## src/rtl/seq_divider.sv

```systemverilog
// Sequential restoring divider: 15-bit unsigned dividend by 8-bit unsigned divisor,
// one quotient bit per clock, driven through a start/busy/done handshake.
module seq_divider #(
  parameter int DW = 15,
  parameter int VW = 8
) (
  input  logic          clk,
  input  logic          rst_n,
  input  logic          start,
  input  logic [DW-1:0] dividend,
  input  logic [VW-1:0] divisor,
  output logic [DW-1:0] quotient,
  output logic [VW-1:0] remainder,
  output logic          busy,
  output logic          done,
  output logic          div_zero
);

  localparam int CW = $clog2(DW + 1);

  typedef enum logic [1:0] {IDLE, RUN, DONE} state_t;

  state_t          state;
  logic [CW-1:0]   cnt;
  logic [DW-1:0]   dvd_sr;
  logic [VW-1:0]   dvs;
  logic [VW:0]     prem;
  logic [VW+DW:0]  step;
  logic [VW:0]     step_prem;
  logic [DW-1:0]   step_q;
  logic            accept;

  // One restoring step: returns {next partial remainder, next shift register}.
  // The quotient bit enters the LSB as the dividend bits leave through the MSB.
  function automatic logic [VW+DW:0] restore_step(
    input logic [VW:0]   p,
    input logic [DW-1:0] sr,
    input logic [VW-1:0] d
  );
    logic [VW:0]   sh;
    logic [VW+1:0] diff;
    sh   = {p[VW-1:0], sr[DW-1]};
    diff = {1'b0, sh} - {2'b00, d};
    if (diff[VW+1])
      return {sh, sr[DW-2:0], 1'b0};
    else
      return {diff[VW:0], sr[DW-2:0], 1'b1};
  endfunction

  always_comb begin
    step      = restore_step(prem, dvd_sr, dvs);
    step_prem = step[VW+DW:DW];
    step_q    = step[DW-1:0];
    accept    = (state == IDLE) && start && (divisor != '0);
  end

  // Control and result registers
  always_ff @(posedge clk or negedge rst_n) begin
    if (!rst_n) begin
      state     <= IDLE;
      cnt       <= '0;
      busy      <= 1'b0;
      done      <= 1'b0;
      div_zero  <= 1'b0;
      quotient  <= '0;
      remainder <= '0;
    end else begin
      case (state)
        IDLE: begin
          done <= 1'b0;
          if (start) begin
            if (divisor == '0) begin
              state     <= DONE;
              done      <= 1'b1;
              quotient  <= '1;
              remainder <= '0;
              div_zero  <= 1'b1;
            end else begin
              state    <= RUN;
              busy     <= 1'b1;
              cnt      <= CW'(DW);
              div_zero <= 1'b0;
            end
          end
        end
        RUN: begin
          cnt <= cnt - CW'(1);
          if (cnt == CW'(1)) begin
            state     <= DONE;
            busy      <= 1'b0;
            done      <= 1'b1;
            quotient  <= step_q;
            remainder <= step_prem[VW-1:0];
          end
        end
        DONE: begin
          state <= IDLE;
          done  <= 1'b0;
        end
        default: begin
          state <= IDLE;
          busy  <= 1'b0;
          done  <= 1'b0;
        end
      endcase
    end
  end

  // Datapath: operands latched on accept, so input changes during RUN are ignored
  always_ff @(posedge clk) begin
    if (accept) begin
      dvd_sr <= dividend;
      dvs    <= divisor;
      prem   <= '0;
    end else if (state == RUN) begin
      dvd_sr <= step_q;
      prem   <= step_prem;
    end
  end

endmodule

```

## config.mk

```make
export PLATFORM = sky130hd
export DESIGN_NAME = seq_divider
export DESIGN_NICKNAME = d
export VERILOG_FILES = /design/src/rtl/seq_divider.sv
export SDC_FILE = /design/constraint.sdc
export NUM_CORES = 1
export LEC_CHECK = 0
export CAP_MARGIN = 30
export CORE_ASPECT_RATIO = 0.7
export CORE_MARGIN = 3
export CORE_UTILIZATION = 52
export DETAILED_ROUTE_END_ITERATION = 8
export PLACE_DENSITY = 0.8
export SYNTH_ARGS = -nofsm -noshare
export SYNTH_HDL_FRONTEND = slang
export SYNTH_SLANG_ARGS = --single-unit
```

## constraint.sdc

```tcl
create_clock -name clk -period 2.8 [get_ports clk]
set_input_delay 0.42 -clock clk [delete_from_list [all_inputs] [get_ports clk]]
set_output_delay 0.42 -clock clk [all_outputs]
set_load 0.05 [all_outputs]
```

==> results of run 1 <==
synth_stat cells, drive strengths merged, types with 4 or more instances:
library cell,n,area [um2]
buf,7,47.5
nor2,9,33.8
mux2i,4,40.0
dfxtp,8,160
clkbuf,6,22.5
nor3,4,20.0
inv,18,67.6
nand2,89,334
a21oi,7,35.0
dfrtp,32,801
o21ai,30,150
nand2b,4,25.0
edfxtp,23,691
ha,10,125
area by class of cell:
type	count	area share, %
inverters	18	1.76
clock buffers	9	3.23
clock inverters	7	3.78
repair buffers	60	15.1
flip-flops and latches	63	43.1
well taps	72	2.35
multi-input cells	206	30.8
state kept, by name, summed over array words and instances, names as in the netlist:
name,cells
busy,1
quotient,15
done,1
dvd_sr,15
remainder,8
div_zero,1
dvs,8
prem,8
state,2
cnt,4
worst max path at each step:
stage	startpoint	slack, ns	endpoint
6_report	dvs[6]	0.56	prem[4]
5_1_grt	dvs[6]	0.41	prem[4]
4_1_cts	dvs[6]	0.58	prem[4]
3_5_place_dp	divisor[0]	0.25	dvs[0]
3_3_place_gp	divisor[0]	0.34	dvs[1]
2_1_floorplan	dvs[6]	0.81	prem[6]
per-stage QoR:
| stage | power (W) | setup slack [ns] |
|---|---|---|
| after CTS | 0.00508 | 0.576 |
| after global routing | 0.00536 | 0.410 |
| after global placement | 0.00391 | 0.345 |
| after detailed placement | 0.00398 | 0.254 |
| final | 0.00505 | 0.561 |
| after floorplan | 0.00330 | 0.810 |
cells in the final DEF (no fill, tap or decap), types with 2 or more instances in the layout:
| cell | n |
|---|---|
| clkdlybuf4s50_1 | 51 |
| o21ai_0 | 26 |
| nor3_1 | 4 |
| nand2b_1 | 4 |
| a211oi_1 | 2 |
| a22o_1 | 2 |
| a32oi_1 | 2 |
| nand4_1 | 3 |
| nor2_1 | 9 |
| and2_1 | 3 |
| edfxtp_1 | 23 |
| dfxtp_1 | 8 |
| nand3_1 | 2 |
| o31ai_1 | 2 |
| xor2_1 | 3 |
| o21ai_1 | 4 |
| ha_1 | 10 |
| nor4_1 | 3 |
| buf_4 | 9 |
| dfrtp_1 | 32 |
| nor2b_1 | 2 |
| mux2i_1 | 4 |
| bufinv_16 | 4 |
| mux2_4 | 2 |
| a32o_1 | 3 |
| xnor2_1 | 2 |
| nand2_1 | 89 |
| a21oi_1 | 7 |
| clkinv_4 | 2 |
| clkbuf_8 | 9 |
| inv_1 | 17 |
routing by layer:
layer / up-vias / wire length, um / GRT usage (%)
met5: - / 0 / 0
met4: 0 / 29 / 6.22
met3: 6 / 547 / 5.10
met2: 86 / 3290 / 35.1
met1: 1155 / 2910 / 29.4
li1: 1146 / - / -
report_power, final:
part           switching (W)  leakage, nW  internal (W)
clock network       0.000362        0.130      0.000684
logic                0.00148        0.911      0.000865
registers           0.000245        0.691       0.00141
kinds of logic (layout without fill, tap and decap cells):
group,Yosys count,after routing,synth area share (%)
compound gates,59,59,12.6
flops,63,63,55.6
simple gates,124,124,18.0
buf+inv,31,94,4.64
mux,7,7,2.74
xor+xnor,5,5,1.48
fa+ha+maj,11,11,4.89
worst reg2reg max path: cells and delay by family, from the launching register on:
| kind | cells | cell delay, ns |
|---|---|---|
| AOI/OAI and AO/OA | 3 | 0.61 |
| adders and majority gates | 1 | 0.39 |
| and+or+nand+nor | 1 | 0.35 |
| buffers and inverters | 1 | 0.05 |
| DFF | 1 | 0.34 |
| muxes | 1 | 0.38 |
==> flow_summary_export.csv, run 1 <==
group,metric,value,unit
power,p_leak,1.73,nW
floorplan,dieWidth,96.3,um
sta,rsz0062_at_grt,"false",
clocking,cts_resized,0,
layout,fin_cells,435,
clocking,clock_latency,0.34,ns
clocking,postCtsHoldBufs,0,
sta,worst_pin_slew,0.715,ns
logic_synthesis,syn_area,2970,um2
global_route,antenna_found_initial,0,
sta,fin_skew,0.00563,ns
clocking,cts.clk_slew.worst_paths,0.07,ns
sta,finalHoldViolations,0,
power,power.density,1320,nW/um2
setup_path,arrival,2.45,ns
floorplan,ioPinCount,52,
setup_path,cp_top_family,"compound AO/OA/AOI/OAI gates",
placed_design,port_buffers,51,
setup_path,crit_chain,"inv_1, ha_1, a21o_2, a21boi_2, and3_4, mux2i_1, o21ai_0",
placed_design,place_area,3570,um2
setup_path,start_kind,"register",
worst_hold_path,hold_path_end,"quotient[11]",
floorplan,die_h,69.2,um
logic_synthesis,synth_edf_count,23,
layout,num_antenna_cells,0,
global_route,grt_usage,21.8,%
drt,routedWlPerCell,15.6,um
logic_synthesis,ys_types,48,
clocking,h-tree-depth,3,
logic_synthesis,syn_nets,337,
layout,final_util,71.5,%
setup_path,r2r_slack,0.56,ns
setup_path,crit_buf_inv,1,
setup_path,crit_path_end_kind,"register",
sta,max_freq,447,MHz
global_route,grt_pass1_wl,11200,um
drt,ant_nets,0,
drt,drt_iter0_markers,238,
setup_path,worstSetupPathType,"reg2reg",
logic_synthesis,avgSynthCellArea,9.90,um2
logic_synthesis,ys_warn_count,0,
placed_design,hpwl,4590,um
logic_synthesis,async_flop_share,50.8,%
placed_design,place_inst,419,
layout,fillerInstances,398,
drt,drcViolationCount,0,
setup_path,crit_required,3.01,ns
sta,finalCriticalPeriod,2.24,ns
floorplan,rows,22,
setup_path,rr_worst_depth,7,
logic_synthesis,ys.flop_type,"dfrtp_1",
sta,final.setup.tns,0,ns
setup_path,path_depth,7,
sta,final_max_slew_viol_count,0,
clocking,cts_buffer_depth,2,
global_route,grt_start_max_net_pins,33,
worst_hold_path,holdCritStartpoint,"quotient[11]",
sta,setup-violations-final,0,
worst_hold_path,whs_path_depth,2,
logic_synthesis,syn_inst,300,
floorplan,core_area,5370,um2
sta,fin_hold_ws,0.470,ns
layout,regArea,1650,um2
clocking,cts_root_buffer,"clkbuf_8",
global_route,grt.overflow.total,0,
power,vdd_ir_drop_max,0.665,mV
setup_path,slowest_delay,0.39,ns
worst_hold_path,hold_class,"reg2reg",
layout,final_nets,395,
logic_synthesis,ys_seq_area_share,55.6,%
setup_path,reg2reg_to,"prem[4]",
setup_path,reg2reg_from,"dvs[6]",
clocking,clock_sinks,63,
drt,via_count,2393,
placed_design,place.gp.congestion,0.830,
sta,period_share,80.0,%
logic_synthesis,synth_seq_cells,63,
clocking,cts_tree,"yes",
floorplan,die-area,6670,um2
global_route,grt_pass1_vias,2366,
setup_path,cp_max_fo,11,
clocking,cts_buffers,9,
sta,relSlewSlack,52.3,%
clocking,cts_setup_buffers,0,
setup_path,crit_slowest_cell,"ha_1",
layout,multi_input_area,1180,um2
outcome,run_status,"complete, no violations",
layout,layout-drive-gt1-share,9.09,%
layout,finalInstanceArea,3840,um2
drt,viasPerCell,5.50,
drt,first_pass_iters,4,
drt,wl,6780,um
flow_run,max-cap-violations,0,
floorplan,initial_core_util,55.3,%
layout,syn_to_final_growth,29.2,%
(Power assumes the default switching activity.)
==> inputs of run 2 (changes only) <==
CORE_UTILIZATION = 47   (was 52)
PLACE_DENSITY = 0.76   (was 0.8)
clock period = 1.82 ns   (was 2.8 ns; I/O delays follow)
==> flow_summary_export.csv, run 2 (synthesis results as in run 1) <==
group,metric,value,unit
global_route,grt_pass1_wl,12100,um
placed_design,port_buffers,51,
setup_path,cp_max_fo,5,
sta,finalHoldViolations,0,
placed_design,place.gp.congestion,0.810,
layout,layout-drive-gt1-share,26.4,%
floorplan,ioPinCount,52,
global_route,grt_start_max_net_pins,33,
setup_path,rr_worst_depth,7,
layout,top_regs,"dvd_sr: 15 flops, quotient: 15 flops",
floorplan,die-area,7320,um2
drt,first_pass_iters,4,
clocking,clock_sinks,63,
sta,final_max_slew_viol_count,0,
global_route,grt_pass1_vias,2456,
flow_run,max-cap-violations,0,
global_route,grt.overflow.total,0,
layout,fillerInstances,444,
global_route,antenna_found_initial,0,
clocking,cts_buffers,9,
layout,finalInstanceArea,4240,um2
floorplan,die_h,72.5,um
layout,final_nets,429,
clocking,cts_buffer_depth,2,
layout,regArea,1660,um2
worst_hold_path,hold_class,"in2async",
setup_path,r2r_slack,-0.13,ns
outcome,violations,"negative setup slack",
setup_path,worstSetupPathType,"reg2reg",
setup_path,crit_chain,"inv_2, ha_4, nand2b_4, a2111o_1, and3_4, or4_1, nand3_1",
placed_design,hpwl,4930,um
layout,layout_common_cells,"nand2_1, buf_4, dfrtp_1",
sta,relSlewSlack,64.9,%
sta,fin_skew,0.0108,ns
setup_path,crit_path_end_kind,"register",
layout,final_common_cell,"nand2_1",
sta,final.setup.tns,-0.835,ns
drt,drcViolationCount,0,
clocking,cts_root_buffer,"clkbuf_8",
drt,viasPerCell,5.31,
drt,via_count,2504,
clocking,cts.clk_slew.worst_paths,0.08,ns
power,p_leak,2.08,nW
setup_path,crit_buf_inv,1,
clocking,cts_tree,"yes",
setup_path,crit_required,2.11,ns
global_route,grt_usage,21.7,%
setup_path,crit_slowest_cell,"a2111o_1",
drt,wl,7480,um
sta,finalWorstSetupSlack,-0.134,ns
sta,rsz0062_at_grt,"true",
sta,setup-violations-final,10,
floorplan,core_area,5930,um2
sta,period_share,107,%
layout,num_antenna_cells,0,
setup_path,arrival,2.24,ns
clocking,h-tree-depth,3,
drt,ant_nets,0,
drt,routedWlPerCell,15.8,um
layout,multi_input_area,1370,um2
power,power.density,1940,nW/um2
floorplan,dieWidth,101,um
power,vdd_ir_drop_max,0.847,mV
sta,worst_pin_slew,0.525,ns
placed_design,place_area,3820,um2
sta,max_freq,512,MHz
layout,final_util,71.5,%
setup_path,reg2reg_from,"dvs[1]",
setup_path,cp_top_family,"simple AND/OR/NAND/NOR gates",
setup_path,reg2reg_to,"remainder[6]",
setup_path,start_kind,"register",
outcome,run_status,"complete, but fails checks",
setup_path,slowest_delay,0.41,ns
floorplan,rows,23,
sta,finalCriticalPeriod,1.95,ns
clocking,clock_latency,0.35,ns
floorplan,initial_core_util,50.1,%
drt,drt_iter0_markers,155,
layout,syn_to_final_growth,42.7,%
## run 2: cell types whose count changed in the layout (fill, tap and decap cells not counted), sizes merged
cell,change
dlymetal6s2s,+14
clkinv,+4
bufinv,-4
and3,+1
dlygate4sd2,+2
buf,+41
clkdlybuf4s50,-24
## run 2: report_power, final
part	leakage, nW	switching, W	internal (W)
Combinational	1.30	0.00260	0.00194
Clock	0.0894	0.000588	0.000494
Sequential	0.691	0.000408	0.00218
Total	2.08	0.00360	0.00461
## run 2: worst max-delay path by stage
stage,startpoint,to,slack [ns],cells past startpoint
5_1_grt,dvs[1],remainder[5],-0.20,7
4_1_cts,dvs[1],remainder[6],-0.13,7
3_5_place_dp,divisor[1],quotient[6],-0.41,8
6_report,dvs[1],remainder[6],-0.13,7
2_1_floorplan,dvs[6],remainder[1],-0.09,9
3_3_place_gp,divisor[1],quotient[4],-0.46,8
## run 2: worst reg2reg max path, cell delays in order, from the launching register on
cell and delay, ns:
edfxtp_1 0.37, inv_2 0.06, ha_4 0.27, nand2b_4 0.06, a2111o_1 0.41, and3_4 0.24, or4_1 0.40, nand3_1 0.08
## run 2: what timing repair did
action,CTS,global route
gates cloned,1,0
pin swaps,2,9
gates resized for setup,13,45
setup endpoints to repair,37,62
hold buffers,0,0
setup buffers,2,1
## run 2: layout make-up
type / instances / share of cell area [%]
inverters: 18 / 1.71
clock inverters: 7 / 1.15
multi-input cells: 207 / 32.4
well taps: 75 / 2.21
clock buffers: 9 / 2.92
repair buffers: 93 / 20.5
flip-flops and latches: 63 / 39.1
## run 2: through the flow
stage	hold slack [ns]	std cells	setup slack (ns)	total power, W
CTS	0.332	471	-0.129	0.00785
global placement	0.455	452	-0.456	0.00643
finish	0.318	472	-0.134	0.00821
floorplan	-0.0226	300	-0.0933	0.00513
detailed placement	0.455	452	-0.407	0.00653
global route	0.355	472	-0.197	0.00872
## run 2: layer usage
layer	GRT usage (%)	wire (um)	share of wire, %	vias to the layer above
met3	6.15	481	6.4	6
met4	6.05	58	0.78	0
li1	-	-	-	1221
met1	29.6	3360	45	1201
met2	34.1	3580	48	76
met5	0	0	0	-
==> inputs of run 3 (changes only) <==
CORE_MARGIN = not set   (was 3)
PLACE_DENSITY = not set   (was 0.76)
PLACE_DENSITY_LB_ADDON = 0.08   (was not set)
==> flow_summary_export.csv, run 3 (synthesis results as in run 1) <==
group,metric,value,unit
outcome,run_status,"complete, but fails checks",
outcome,violations,"negative setup slack",
global_route,grt_use_met3,6.55,%
sta,rsz0062_at_grt,"true",
drt,via_count,2466,
layout,layout_common_cells,"nand2_1, buf_4, clkdlybuf4s50_1",
floorplan,dieWidth,97.0,um
global_route,met1_usage,32.5,%
global_route,grt.overflow.total,0,
sta,finalHoldViolations,0,
global_route,antenna_found_initial,0,
power,power.density,1950,nW/um2
sta,fin_skew,0.00900,ns
layout,final_common_cell,"nand2_1",
global_route,grt_usage,23.8,%
setup_path,start_kind,"register",
clocking,h-tree-depth,3,
layout,top_regs,"dvd_sr: 15 flops, quotient: 15 flops",
clocking,cts_tree,"yes",
setup_path,crit_required,2.10,ns
flow_run,max-cap-violations,0,
layout,final_nets,428,
setup_path,worstSetupPathType,"reg2reg",
clocking,clock_sinks,63,
placed_design,place_inst,452,
layout,fin_cells,471,
floorplan,die-area,6640,um2
setup_path,crit_buf_inv,1,
drt,wl,7240,um
setup_path,cp_max_fo,5,
floorplan,ioPinCount,52,
sta,worst_pin_slew,0.515,ns
sta,final_max_slew_viol_count,0,
drt,drt_iter0_markers,131,
drt,routedWlPerCell,15.4,um
drt,first_pass_iters,4,
clocking,clock_latency,0.35,ns
sta,relSlewSlack,65.6,%
clocking,cts_root_buffer,"clkbuf_8",
drt,ant_nets,0,
placed_design,place.gp.congestion,0.905,
setup_path,r2r_slack,-0.16,ns
layout,fillerInstances,438,
global_route,grt_pass1_vias,2395,
clocking,cts.clk_slew.worst_paths,0.08,ns
drt,drcViolationCount,0,
setup_path,cp_top_family,"compound AO/OA/AOI/OAI gates",
floorplan,die_h,68.5,um
global_route,grt_busiest_layer,"met2",
clocking,cts_buffers,9,
layout,layout-drive-gt1-share,24.2,%
sta,finalWorstSetupSlack,-0.160,ns
global_route,grt_pass1_wl,11900,um
layout,syn_to_final_growth,42.0,%
drt,viasPerCell,5.24,
setup_path,crit_chain,"inv_2, ha_4, nand2b_4, a2111o_1, and3_2, mux2_4, o21ai_1",
floorplan,initial_core_util,50.3,%
power,vdd_ir_drop_max,0.897,mV
worst_hold_path,hold_class,"in2reg",
layout,num_antenna_cells,0,
floorplan,core_area,5900,um2
global_route,grt_start_max_net_pins,33,
placed_design,hpwl,4970,um
sta,period_share,109,%
setup_path,arrival,2.26,ns
placed_design,port_buffers,51,
global_route,grt.met2_usage,37.2,%
setup_path,crit_path_end_kind,"register",
setup_path,slowest_delay,0.41,ns
sta,finalCriticalPeriod,1.98,ns
sta,max_freq,505,MHz
setup_path,crit_slowest_cell,"a2111o_1",
sta,setup-violations-final,17,
floorplan,rows,23,
power,p_leak,2.01,nW
clocking,cts_buffer_depth,2,
layout,final_util,71.5,%
==> run 3: changes by cell type in the layout (fill, tap and decap cells not counted), moves of 2 or more <==
cell	before	now
buf_6	2	0
clkdlybuf4s50_1	27	33
dlymetal6s2s_1	14	9
o21ai_0	20	23
o21ai_2	4	0
==> run 3: final timing paths <==
path	start	to	cells past startpoint
worst max register to register	dvs[1]	remainder[1]	7
worst max-delay path	dvs[1]	remainder[1]	7
max in group asynchronous	rst_n	busy	2
worst min register to register	quotient[12]	quotient[12]	2
min in group asynchronous	rst_n	remainder[2]	2
worst min-delay path	divisor[2]	dvs[2]	2
==> run 3: power by group <==
| group | total, W | internal, W | switching, W |
|---|---|---|---|
| sequential | 0.00255 | 0.00217 | 0.000377 |
| combinational | 0.00443 | 0.00188 | 0.00255 |
| clock | 0.00123 | 0.000634 | 0.000595 |
==> run 3: worst register-to-register path, cell delays in order (launching register included) <==
cell	delay [ns]
edfxtp_1	0.39
inv_2	0.06
ha_4	0.28
nand2b_4	0.06
a2111o_1	0.41
and3_2	0.28
mux2_4	0.32
o21ai_1	0.11
==> run 3: stage by stage <==
| stage | power [W] | hold WS [ns] | TNS [ns] | cell area, um2 | worst slack (ns) |
|---|---|---|---|---|---|
| after CTS | 0.00809 | 0.341 | -1.53 | 4120 | -0.149 |
| final | 0.00820 | 0.272 | -1.77 | 4220 | -0.160 |
| after floorplan | 0.00513 | -0.0226 | -0.672 | 2990 | -0.0933 |
| after global routing | 0.00868 | 0.267 | -2.87 | 4220 | -0.236 |
| after global placement | 0.00646 | 0.451 | -13.65 | 3820 | -0.310 |
| after detailed placement | 0.00655 | 0.457 | -16.49 | 3820 | -0.342 |
==> run 3: final cells by class <==
class	instances	area (um2)	area share, %
clock buffer	9	124	2.94
clock inverter	7	72.6	1.72
inverter	18	72.6	1.72
multi-input combinational	207	1360	32.2
sequential	63	1650	39.2
tap	75	93.8	2.23
timing repair buffer	92	846	20.1
==> run 3: per-layer routing <==
metal	vias up	wire, um
li1	1214	-
met1	1178	3640
met2	66	3170
met3	8	340
met4	0	86
met5	-	0
==> run 3: what timing repair did <==
action                     4_1_cts  5_1_grt
hold buffers                     0        0
buffers inserted                 1        2
resized for setup               15       24
gates cloned                     1        0
setup endpoints to repair       19       60
pin swaps                        3        5
